$ cat config.mk
export PLATFORM = sky130hd
export DESIGN_NAME = data_mem_arbiter
export DESIGN_NICKNAME = d
export VERILOG_FILES = /design/src/rtl/data_mem_arbiter.sv
export SDC_FILE = /design/constraint.sdc
export NUM_CORES = 1
export LEC_CHECK = 0
export BUFFER_PORTS_ARGS = -buffer_cell sky130_fd_sc_hd__buf_2
export CAP_MARGIN = 5
export CORE_ASPECT_RATIO = 0.5
export CORE_MARGIN = 3
export CORE_UTILIZATION = 47
export CTS_BUF_LIST = sky130_fd_sc_hd__clkbuf_8 sky130_fd_sc_hd__clkbuf_16
export CTS_CLUSTER_DIAMETER = 40
export DETAILED_ROUTE_END_ITERATION = 8
export HOLD_SLACK_MARGIN = 0.08
export PLACE_DENSITY = 0.81
export SETUP_SLACK_MARGIN = 0.1
export SLEW_MARGIN = 20
export SYNTH_ARGS = -nofsm -noshare
export SYNTH_HDL_FRONTEND = slang
export SYNTH_SLANG_ARGS = --single-unit
$ cat constraint.sdc
create_clock -name clk -period 2.2 [get_ports clk]
set_input_delay 0.66 -clock clk [delete_from_list [all_inputs] [get_ports clk]]
set_output_delay 0.66 -clock clk [all_outputs]
set_load 0.005 [all_outputs]
$ cat src/rtl/data_mem_arbiter.sv
// Round-robin arbiter sharing one byte-addressed data RAM between fetch (A) and load/store (B).
// Each access is sequenced setup -> enable strobe -> capture -> response; bad size/alignment
// is rejected without touching the RAM.
module data_mem_arbiter #(
   parameter int unsigned ADDR_W        = 32,
   parameter int unsigned DATA_W        = 32,
   parameter int unsigned STROBE_CYCLES = 1
) (
   input  logic              clk,
   input  logic              rst_n,
   input  logic              a_req_i,
   input  logic              a_rw_i,
   input  logic [1:0]        a_size_i,
   input  logic [ADDR_W-1:0] a_addr_i,
   input  logic [DATA_W-1:0] a_wdata_i,
   output logic              a_ack_o,
   output logic              a_err_o,
   output logic [DATA_W-1:0] a_rdata_o,
   input  logic              b_req_i,
   input  logic              b_rw_i,
   input  logic [1:0]        b_size_i,
   input  logic [ADDR_W-1:0] b_addr_i,
   input  logic [DATA_W-1:0] b_wdata_i,
   output logic              b_ack_o,
   output logic              b_err_o,
   output logic [DATA_W-1:0] b_rdata_o,
   output logic              mem_enable_o,
   output logic              mem_read_write_o,
   output logic [1:0]        mem_size_o,
   output logic [ADDR_W-1:0] mem_address_o,
   output logic [DATA_W-1:0] mem_data_in_o,
   input  logic [DATA_W-1:0] mem_data_out_i,
   output logic              busy_o
);

   localparam int unsigned CntW = (STROBE_CYCLES > 1) ? $clog2(STROBE_CYCLES) : 1;

   typedef enum logic [2:0] {StIdle, StSetup, StStrobe, StCapture, StResp} state_e;

   state_e            state_q;
   logic              grant_b_q;
   logic              last_b_q;
   logic              rw_q;
   logic              err_q;
   logic [CntW-1:0]   cnt_q;
   logic              a_ack_q, a_err_q, b_ack_q, b_err_q;
   logic [DATA_W-1:0] a_rdata_q, b_rdata_q;
   logic              mem_en_q, mem_rw_q;
   logic [1:0]        mem_size_q;
   logic [ADDR_W-1:0] mem_addr_q;
   logic [DATA_W-1:0] mem_wdata_q;

   logic              win_b;
   logic              sel_rw;
   logic [1:0]        sel_size;
   logic [ADDR_W-1:0] sel_addr;
   logic [DATA_W-1:0] sel_wdata;
   logic              sel_err;

   // On a tie the requester that did not win last time gets the grant.
   always_comb begin
      win_b = b_req_i;
      if (a_req_i && b_req_i) begin
         win_b = ~last_b_q;
      end
      sel_rw    = win_b ? b_rw_i    : a_rw_i;
      sel_size  = win_b ? b_size_i  : a_size_i;
      sel_addr  = win_b ? b_addr_i  : a_addr_i;
      sel_wdata = win_b ? b_wdata_i : a_wdata_i;
      sel_err   = (sel_size == 2'b11) ||
                  ((sel_size == 2'b01) && sel_addr[0]) ||
                  ((sel_size == 2'b10) && (sel_addr[1:0] != 2'b00));
   end

   always_ff @(posedge clk or negedge rst_n) begin
      if (!rst_n) begin
         state_q     <= StIdle;
         grant_b_q   <= 1'b0;
         last_b_q    <= 1'b1;
         rw_q        <= 1'b0;
         err_q       <= 1'b0;
         cnt_q       <= '0;
         a_ack_q     <= 1'b0;
         a_err_q     <= 1'b0;
         b_ack_q     <= 1'b0;
         b_err_q     <= 1'b0;
         a_rdata_q   <= '0;
         b_rdata_q   <= '0;
         mem_en_q    <= 1'b0;
         mem_rw_q    <= 1'b0;
         mem_size_q  <= 2'b00;
         mem_addr_q  <= '0;
         mem_wdata_q <= '0;
      end else begin
         a_ack_q <= 1'b0;
         a_err_q <= 1'b0;
         b_ack_q <= 1'b0;
         b_err_q <= 1'b0;
         unique case (state_q)
            StIdle: begin
               if (a_req_i || b_req_i) begin
                  grant_b_q <= win_b;
                  rw_q      <= sel_rw;
                  err_q     <= sel_err;
                  if (sel_err) begin
                     state_q <= StResp;
                  end else begin
                     mem_rw_q    <= sel_rw;
                     mem_size_q  <= sel_size;
                     mem_addr_q  <= sel_addr;
                     mem_wdata_q <= sel_rw ? sel_wdata : '0;
                     state_q     <= StSetup;
                  end
               end
            end
            StSetup: begin
               mem_en_q <= 1'b1;
               cnt_q    <= '0;
               state_q  <= StStrobe;
            end
            StStrobe: begin
               if (cnt_q == CntW'(STROBE_CYCLES - 1)) begin
                  mem_en_q <= 1'b0;
                  state_q  <= StCapture;
               end else begin
                  cnt_q <= cnt_q + CntW'(1);
               end
            end
            StCapture: begin
               if (!rw_q) begin
                  if (grant_b_q) b_rdata_q <= mem_data_out_i;
                  else           a_rdata_q <= mem_data_out_i;
               end
               mem_rw_q    <= 1'b0;
               mem_size_q  <= 2'b00;
               mem_addr_q  <= '0;
               mem_wdata_q <= '0;
               state_q     <= StResp;
            end
            StResp: begin
               if (grant_b_q) begin
                  b_ack_q <= 1'b1;
                  b_err_q <= err_q;
               end else begin
                  a_ack_q <= 1'b1;
                  a_err_q <= err_q;
               end
               last_b_q <= grant_b_q;
               state_q  <= StIdle;
            end
            default: state_q <= StIdle;
         endcase
      end
   end

   assign a_ack_o          = a_ack_q;
   assign a_err_o          = a_err_q;
   assign a_rdata_o        = a_rdata_q;
   assign b_ack_o          = b_ack_q;
   assign b_err_o          = b_err_q;
   assign b_rdata_o        = b_rdata_q;
   assign mem_enable_o     = mem_en_q;
   assign mem_read_write_o = mem_rw_q;
   assign mem_size_o       = mem_size_q;
   assign mem_address_o    = mem_addr_q;
   assign mem_data_in_o    = mem_wdata_q;
   assign busy_o           = (state_q != StIdle);

endmodule

* After elaboration in Yosys (flattened, before gate mapping) *
Cells that the tools add are included.

cells by class
  add/sub/neg operators = 1
  equality and inequality tests = 10
  mux-type cells = 34
  bitwise gates (word level) = 3
  reduce and logical (&&, ||, !) cells = 17

operator list
  operator               count
  $mux W32               7
  $pmux W32 S2           2
  $mux W1                14
  $pmux W3 S4            1
  $mux W3                3
  $reduce_and A3 Y1      3
  $eq A3 B2 Y1 const B   2
  $mux W2                3
  $ne A2 B2 Y1 const B   3
  $pmux W1 S2            3
  $reduce_and A2 Y1      3
  $reduce_bool A2 Y1     3
  $eq A2 B2 Y1 const B   2
  $pmux W2 S2            1
  $eq A3 B1 Y1 const B   1
  $eq A3 B3 Y1 const B   1
  $logic_and A1 B1 Y1    3
  $logic_not A3 Y1       1
  $logic_or A1 B1 Y1     3
  $not A1 Y1             3
  $reduce_bool A3 Y1     1
  $eq A2 B1 Y1 const B   1
  $add A1 B1 Y1 const B  1

word-level totals
  register bits = 144
  bits of input ports = 170
  logic and storage cells = 82

* Logic depth before layout (Yosys ltp) *
Gate-level depths: netlist (run 1).

  depth after elaboration = 10
  mapped depth = 7
  mapped depth without buffers = 4

* Worst setup path after synthesis (run 1) *
Ideal clock, no wire load.

  kind = input -> register
  start point = in b_req_i
  end point = reg mem_addr_q[12], in the netlist mem_address_o[12]
  library setup time = 131 ps
  arrival time = 1816 ps
  setup slack = 253 ps
  cell stages on the path = 5
  path through = a21bo_1 -> buf_2 -> clkbuf_1 -> mux2i_1 -> mux2i_1

on the way
  longest elaborated chain between the ends = 9

ends and longest elaborated chain
  element                             line  text
  start: declaration                  19    input logic b_req_i,
  $logic_and A1 B1 Y1                 63    if (a_req_i && b_req_i) begin
  $mux W1                             63
  $mux W2                             67    sel_size = win_b ? b_size_i : a_size_i;
  $eq A2 B1 Y1                        71    ((sel_size == 2'b01) && sel_addr[0]) ||
  $logic_and A1 B1 Y1                 71
  $logic_or A1 B1 Y1                  70    sel_err = (sel_size == 2'b11) ||
  $logic_or A1 B1 Y1                  71
  $ne A2 B2 Y1 (no source line)       -
  $reduce_and A3 Y1 (no source line)  -
  end signal: assignment              110   mem_addr_q <= sel_addr;
  end: declaration                    50    logic [ADDR_W-1:0] mem_addr_q;

Several ways; a longest one is shown, not always the timed one. The select of a mux whose other input is x is not followed.
A chain may end at the register's enable or synchronous reset.

* Worst setup path in the final report (run 1) *
  start point = reg state_q[0]
  end point = out busy_o

on the way
  longest elaborated chain between the ends = 1

ends and longest elaborated chain
  element                   line  text
  start: declaration        40    state_e state_q;
  start signal: assignment  77    state_q <= StIdle;
  start signal: assignment  106   state_q <= StResp;
  start signal: assignment  112   state_q <= StSetup;
  $reduce_bool A3 Y1        167   assign busy_o = (state_q != StIdle);
  end: declaration          33    output logic busy_o

Every way passes these cells.

==> flow_metrics.py, run 1 <==
metrics = {
    "global_routing": {
        "initial_antenna_violation_count": 1,
        "globalRoute.totalOverflow": 0,
        "grt_use_total": 0.2112,
        "vias_in_the_first_global_route": 5330,
        "pin_count_of_the_biggest_net_entering_global_routing": 54,
        "grt_pass1_wl_um": 25620,
    },
    "detailed_routing": {
        "first_drt_iteration_drcs": 262,
        "number_of_iterations_in_the_first_detailed_routing_pass": 4,
        "post_drt_wl_per_cell_um": 16.05,
        "dr_total_vias": 5167,
        "detail_route.drc_violations": 0,
        "routed_via_density": 4.997,
        "drt.antenna.violating_nets": 0,
        "drt_wl_total_um": 16590,
    },
    "floorplanning": {
        "initial_utilization": 0.4973,
        "die_height_um": 89.13,
        "die_area_um2": 15350,
        "core_um2": 13060,
        "number_of_cell_rows": 29,
        "die_w_um": 172.3,
        "num_io_pins": 307,
    },
    "synthesis": {
        "synth_area_um2": 6496,
        "synth_cells": 545,
        "ys_dominant_reg_cell": "sky130_fd_sc_hd__dfrtp_1",
        "number_of_synthesized_register_bits": 143,
        "synth.area.mux_share": 0.2683,
        "post_synth_xor_area_fraction": 0.001348,
        "synth_enable_flop_cells": 0,
        "synth_compound_gate_area_share": 0.05451,
        "main_combinational_cell_family_by_area_after_synthesis": "multiplexers",
        "yosys_warnings": 0,
        "syn-mean-instance-area_um2": 11.92,
        "synth.net_count": 715,
        "asr_flop_ratio_synth": 1.000,
        "synth_fa_ha_area_frac": 0,
        "seq_area_frac_synth": 0.5510,
        "simple_gate_fraction_of_synth_area": 0.09361,
        "synth.distinct_cells": 33,
    },
    "critical_path": {
        "crit_path_end_kind": "primary output",
        "setup.worst_path.start": "state_q[0]",
        "critical_path.startpoint_type": "flop",
        "crit-reg2reg-capture": "b_rdata_o[31]",
        "endpoint": "busy_o",
        "critical_path_fanouts_max": 7,
        "critical_path_required_ns": 1.54,
        "cp.arrival_ns": 1.42,
        "criticalPathCategory": "reg -> out",
        "worst-r2r-cell-count": 5,
        "critical_path.reg2reg.startpoint": "state_q[2]",
        "timing.reg2reg.setup_slack_ns": 0.22,
    },
    "placement": {
        "hpwl_after_dpl_um": 12410,
        "buffer_ports.inserted": 306,
        "preCtsSetupSlack_ns": 0.03391,
        "gp_routability_congestion": 0.8255,
    },
    "clocking": {
        "cts-root-to-sink-buffers": 2,
        "cts_max_level": 4,
        "cts_tree": "done",
        "numClockSinks": 143,
        "cts_hold_buf": 0,
        "clk_pin_slew_ns": 0.06,
        "clockRootBuffer": "sky130_fd_sc_hd__clkbuf_16",
        "worst_skew_pair_later_pin_latency_ns": 0.41,
        "tritoncts.num_buffers": 17,
    },
    "power": {
        "total_power_uw": 11700,
        "power.leakage_uw": 0.005087,
        "max-vdd-ir-drop_uv": 701.0,
        "cellPowerDensity_nw_per_um2": 1316,
    },
    "sta": {
        "endpoints_failing_hold": 0,
        "slew_headroom": 0.6579,
        "fin_tns_setup_ns": 0,
        "period_share": 0.9447,
        "timing.final.max_slew_violations": 0,
        "fmax_mhz": 481.2,
        "fin_crit_ns": 2.078,
        "setup_repair_after_global_routing_missed_its_margin": "yes",
        "setup_ws_ns": 0.1217,
        "setup_viol": 0,
        "tightest_slew_ns": 0.5131,
        "fin_worst_skew_ns": 0.01148,
    },
    "worst_hold_path": {
        "hp_class": "in -> async",
    },
    "cells_and_area": {
        "final_common_cell": "sky130_fd_sc_hd__buf_2",
        "most-common-layout-cells": "305 x sky130_fd_sc_hd__buf_2, 140 x sky130_fd_sc_hd__dfrtp_1, 132 x sky130_fd_sc_hd__nand2_1",
        "final_layout_net_count": 1022,
        "final_core_utilization": 0.6801,
        "antenna_cells_inserted": 0,
        "fraction_of_final_layout_cells_with_drive_strength_greater_than_1": 0.4549,
        "syn_to_final_growth_pct": 36.75,
    },
    "status": {
        "status": "finished, final reports clean",
    },
    "run": {
        "max_cap_viol_count": 0,
    },
}
==> worst max-delay path, cell delays in order (launching register included) <==
cell,delay [ns]
sky130_fd_sc_hd__dfrtp_2,0.45
sky130_fd_sc_hd__or3_4,0.41
sky130_fd_sc_hd__buf_2,0.16
==> per-stage QoR <==
step / area [um2] / hold WS, ns / cells
after global routing: 8884 / 0.2053 / 1034
after global placement: 8247 / 0.4629 / 1000
after detailed placement: 8247 / 0.4762 / 1000
after floorplan: 6496 / 0.3644 / 545
after CTS: 8865 / 0.1944 / 1032
final: 8884 / 0.1887 / 1034
==> registers in the layout (all words and copies together), names as in the netlist <==
register	flops
rw_q	1
a_rdata_o	32
mem_address_o	32
last_b_q	1
mem_size_o	2
err_q	1
a_err_o	1
b_rdata_o	32
b_ack_o	1
grant_b_q	1
mem_enable_o	1
state_q	3
b_err_o	1
mem_read_write_o	1
mem_data_in_o	32
a_ack_o	1
==> metal layers <==
metal / vias to the layer above / routed length (um) / global-route usage
met1: 2496 / 6466 / 0.2356
met5: - / 9 / 0
met4: 2 / 440 / 0.08327
li1: 2483 / - / -
met3: 35 / 754 / 0.04461
met2: 151 / 8921 / 0.4026
==> Yosys cell counts, drive strengths merged, types with 2 or more instances <==
library cell,count,share of area
nor3,2,0.0023
o21a,3,0.0035
a21o,32,0.037
a21oi,2,0.0015
mux2i,101,0.16
dfrtp,142,0.55
nor2,8,0.0058
buf,23,0.023
o21ai,2,0.0015
nand2,133,0.077
o221ai,2,0.0027
clkbuf,13,0.0075
or3,2,0.0027
and2,3,0.0029
inv,2,0.0012
mux2,65,0.11
==> area by class of cell <==
class	instances	area, um2
Fill cell	981	4179
Sequential cell	143	3582
Multi-Input combinational cell	364	2746
Timing Repair Buffer	324	1727
Clock buffer	17	425.4
Tap cell	170	212.7
Clock inverter	14	182.7
Inverter	2	7.507
==> worst min-delay path by stage <==
stage,slack (ns),cells past startpoint,end,from
after floorplan,0.36,0,a_ack_o,rst_n
after global placement,0.46,1,a_rdata_o[0],a_rdata_o[0]
after detailed placement,0.48,1,b_rdata_o[14],b_rdata_o[14]
after CTS,0.19,1,b_rdata_o[29],rst_n
after global routing,0.21,1,b_rdata_o[30],rst_n
final,0.19,1,b_rdata_o[30],rst_n
==> report_power, final <==
| part | switching, uW | total (uW) | internal, uW |
|---|---|---|---|
| Sequential | 670 | 4570 | 3900 |
| Clock | 1150 | 2960 | 1810 |
| Combinational | 2000 | 4170 | 2170 |
| Total | 3820 | 11700 | 7880 |
==> logic make-up after synthesis <==
| kind of cell | after synthesis |
|---|---|
| mux | 166 |
| flops | 143 |
| buf+inv | 38 |
| simple gates | 150 |
| compound gates | 47 |
| xor+xnor | 1 |
==> repair_timing <==
item                                    in CTS  in global routing
resized for setup                            2                  1
setup buffers                                1                  2
endpoints found under the setup margin       1                  5
Note: power is estimated with default switching activity, not from simulation.
==> run 2, diff against run 1 <==
--- a/config.mk
+++ b/config.mk
@@ -5,6 +5,7 @@
 export SDC_FILE = /design/constraint.sdc
 export NUM_CORES = 1
 export LEC_CHECK = 0
+export ABC_AREA = 1
 export BUFFER_PORTS_ARGS = -buffer_cell sky130_fd_sc_hd__buf_2
 export CAP_MARGIN = 5
 export CORE_ASPECT_RATIO = 0.5
@@ -14,7 +15,7 @@
 export CTS_CLUSTER_DIAMETER = 40
 export DETAILED_ROUTE_END_ITERATION = 8
 export HOLD_SLACK_MARGIN = 0.08
-export PLACE_DENSITY = 0.81
+export PLACE_DENSITY = 0.8
 export SETUP_SLACK_MARGIN = 0.1
 export SLEW_MARGIN = 20
 export SYNTH_ARGS = -nofsm -noshare
==> run 2 against run 1 <==
Die area rose by 1.8%; highest routed layer is now met4; routed wire length is 15% higher; global-route usage up 2.9 points; critical endpoint unchanged; worst hold slack worse by 0.044 ns; sequential power is 2% lower; area after synthesis up 1.8%; combinational power is 2% higher; register-to-register slack gained 0.12 ns; non-clock buffer count increased by 2; critical path type unchanged.
==> flow_metrics.py, run 2 <==
metrics = {
    "cells_and_area": {
        "layout.filler_cells": 1138,
        "final_common_cell": "sky130_fd_sc_hd__nand2_1",
        "final_layout_net_count": 1282,
        "syn_to_final_growth_pct": 35.59,
        "most-common-layout-cells": "342 x sky130_fd_sc_hd__nand2_1, 305 x sky130_fd_sc_hd__buf_2, 142 x sky130_fd_sc_hd__dfrtp_1",
        "antenna_cells_inserted": 0,
        "layout.cell_area.non_filler_um2": 8971,
        "fraction_of_final_layout_cells_with_drive_strength_greater_than_1": 0.3298,
    },
    "synthesis": {
        "netlist.top_cell.by_area": "sky130_fd_sc_hd__dfrtp_1",
        "asr_flop_ratio_synth": 1.000,
        "synth_largest_type_area_fraction": 0.5371,
        "simple_gate_fraction_of_synth_area": 0.3298,
        "synth_fa_ha_area_frac": 0,
        "synth_enable_flop_cells": 0,
        "yosys-top-cells-count": "343 x sky130_fd_sc_hd__nand2_1, 142 x sky130_fd_sc_hd__dfrtp_1, 91 x sky130_fd_sc_hd__nand3_1, 66 x sky130_fd_sc_hd__o21ai_0, 50 x sky130_fd_sc_hd__nand4_1",
        "synth.area.mux_share": 0.001513,
        "yosys_warnings": 0,
        "synth_area_um2": 6616,
        "main_combinational_cell_family_by_area_after_synthesis": "simple AND/OR/NAND/NOR gates",
        "synth_compound_gate_area_share": 0.05333,
        "post_synth_xor_area_fraction": 0,
        "number_of_synthesized_register_bits": 143,
        "synth.net_count": 996,
        "synth_top_cells_by_area": "sky130_fd_sc_hd__dfrtp_1 54%, sky130_fd_sc_hd__nand2_1 19%, sky130_fd_sc_hd__nand3_1 6.9%",
        "top_count_cell_post_synth": "sky130_fd_sc_hd__nand2_1",
        "ys_dominant_reg_cell": "sky130_fd_sc_hd__dfrtp_1",
        "seq_area_frac_synth": 0.5410,
        "synth_cells": 826,
        "synth.distinct_cells": 25,
        "syn-mean-instance-area_um2": 8.010,
    },
    "floorplanning": {
        "core_um2": 13210,
        "die_area_um2": 15620,
        "num_io_pins": 307,
        "number_of_cell_rows": 29,
        "die_w_um": 173.8,
        "die_height_um": 89.90,
        "initial_utilization": 0.5009,
    },
    "power": {
        "total_power_uw": 11580,
        "max-vdd-ir-drop_uv": 712.3,
        "power.leakage_uw": 0.005303,
        "cellPowerDensity_nw_per_um2": 1291,
    },
    "detailed_routing": {
        "dr_total_vias": 6531,
        "drt_wl_total_um": 19000,
        "drt.antenna.violating_nets": 0,
        "post_drt_wl_per_cell_um": 14.50,
        "routed_via_density": 4.982,
        "detail_route.drc_violations": 0,
        "first_drt_iteration_drcs": 444,
        "number_of_iterations_in_the_first_detailed_routing_pass": 5,
    },
    "sta": {
        "fin_tns_setup_ns": 0,
        "fin_worst_skew_ns": 0.009274,
        "slew_headroom": 0.4750,
        "period_share": 0.8929,
        "endpoints_failing_hold": 0,
        "setup_viol": 0,
        "tightest_slew_ns": 0.7863,
        "setup_repair_after_global_routing_missed_its_margin": "no",
        "fmax_mhz": 509.0,
        "fin_crit_ns": 1.964,
        "timing.final.max_slew_violations": 0,
    },
    "critical_path": {
        "critical_path_fanouts_max": 4,
        "series_of_cell_instances_along_the_critical_path": "nor2_1, nand2_2, buf_2",
        "timing.reg2reg.setup_slack_ns": 0.34,
        "criticalPathCategory": "reg -> out",
        "crit-reg2reg-capture": "mem_address_o[27]",
        "crit_path_top_delay_cell": "sky130_fd_sc_hd__dfrtp_1",
        "critical_path_cell_count": 3,
        "timing.critical_path.slowest_cell_delay_ns": 0.40,
        "crit_path_end_kind": "primary output",
        "endpoint": "busy_o",
        "setup.worst_path.start": "state_q[1]",
        "worst-r2r-cell-count": 9,
        "critical_path_required_ns": 1.54,
        "critical_path.startpoint_type": "flop",
        "timing.critical_path.buf_inv": 1,
        "cpLargestDelayFamily": "flip-flops",
        "cp.arrival_ns": 1.30,
        "critical_path.reg2reg.startpoint": "last_b_q",
    },
    "clocking": {
        "numClockSinks": 143,
        "tritoncts.num_buffers": 17,
        "cts_tree": "done",
        "worst_skew_pair_later_pin_latency_ns": 0.41,
        "cts-root-to-sink-buffers": 2,
        "cts_max_level": 4,
        "clockRootBuffer": "sky130_fd_sc_hd__clkbuf_16",
        "cts_hold_buf": 0,
        "clk_pin_slew_ns": 0.06,
    },
    "placement": {
        "gp_routability_congestion": 0.8482,
        "buffer_ports.inserted": 306,
        "hpwl_after_dpl_um": 13950,
        "dpl-instance-area_um2": 8386,
    },
    "global_routing": {
        "pin_count_of_the_biggest_net_entering_global_routing": 65,
        "globalRoute.totalOverflow": 0,
        "grt_use_total": 0.2400,
        "initial_antenna_violation_count": 0,
        "grt_pass1_wl_um": 30910,
        "vias_in_the_first_global_route": 6287,
    },
    "worst_hold_path": {
        "hp_class": "in -> async",
    },
    "status": {
        "status": "finished, final reports clean",
    },
    "run": {
        "max_cap_viol_count": 0,
    },
}
## run 2: cell count changes after synthesis, moves of 8 or more
cell / change
sky130_fd_sc_hd__o21ai_0: +64
sky130_fd_sc_hd__clkbuf_1: +8
sky130_fd_sc_hd__nand3_1: +91
sky130_fd_sc_hd__mux2_2: -27
sky130_fd_sc_hd__a21o_1: -32
sky130_fd_sc_hd__nand4_1: +50
sky130_fd_sc_hd__inv_1: +45
sky130_fd_sc_hd__mux2_1: -38
sky130_fd_sc_hd__nand2_1: +211
sky130_fd_sc_hd__mux2i_1: -100
sky130_fd_sc_hd__buf_2: +9
## run 2: cells by family after synthesis
group,Yosys count
and+or+nand+nor,505
buffers and inverters,107
DFF,143
AOI/OAI and AO/OA,70
muxes,1
## run 2: worst reg2reg max path, cell delays in order (launching register included)
cell and delay [ns]:
sky130_fd_sc_hd__dfstp_2 0.55, sky130_fd_sc_hd__nand2_2 0.12, sky130_fd_sc_hd__nand2_4 0.12, sky130_fd_sc_hd__nand2_1 0.08
sky130_fd_sc_hd__nand2_1 0.09, sky130_fd_sc_hd__nand3_1 0.13, sky130_fd_sc_hd__nand2_2 0.23, sky130_fd_sc_hd__buf_12 0.23
sky130_fd_sc_hd__nand4_1 0.13, sky130_fd_sc_hd__nand2_1 0.11
## run 2: worst min-delay path by stage
| stage | to | slack (ns) | cells after the start |
|---|---|---|---|
| floorplan | a_ack_o | 0.36 | 0 |
| global placement | b_rdata_o[3] | 0.46 | 2 |
| detailed placement | b_rdata_o[3] | 0.47 | 2 |
| CTS | mem_data_in_o[19] | 0.15 | 1 |
| global route | mem_data_in_o[6] | 0.15 | 1 |
| finish | mem_data_in_o[11] | 0.14 | 1 |
## run 2: cell type report
class	instances	area [um2]	area share
inverter	48	180.2	0.02008
timing repair buffer	326	1838	0.2049
clock inverter	14	143.9	0.01604
clock buffer	18	439.2	0.04895
tap	186	232.7	0.02594
multi-input combinational	576	2557	0.2851
sequential	143	3580	0.3990
## run 2: metal layers
metal	global-route usage	wire length, um	part of all wire	vias to the layer above
met2	0.4201	9682	0.51	240
met5	0	0	0	-
met4	0.08155	405	0.021	0
li1	-	-	-	3248
met3	0.05177	1189	0.063	35
met1	0.2967	7727	0.41	3008
## run 2: report_power, final
part           internal [uW]  switching (uW)
sequential              3840             645
combinational           1840            2420
clock                   1630            1200
## run 2: through the flow
stage                       util  hold WS, ns  std cells  setup WS (ns)
final                     0.6792       0.1448       1311         0.2355
after global routing      0.6792       0.1536       1311         0.1143
after CTS                 0.6790       0.1450       1311         0.1781
after detailed placement  0.6349       0.4682       1279         0.1379
after global placement    0.6349       0.4608       1279         0.2302
after floorplan                -       0.3644        826         0.4453
## run 2: repair_timing
item | 4_1_cts | 5_1_grt
setup endpoints to repair | 0 | 1
gates resized for setup | 0 | 1
hold endpoints to repair | 0 | 0
buffers inserted | 0 | 0
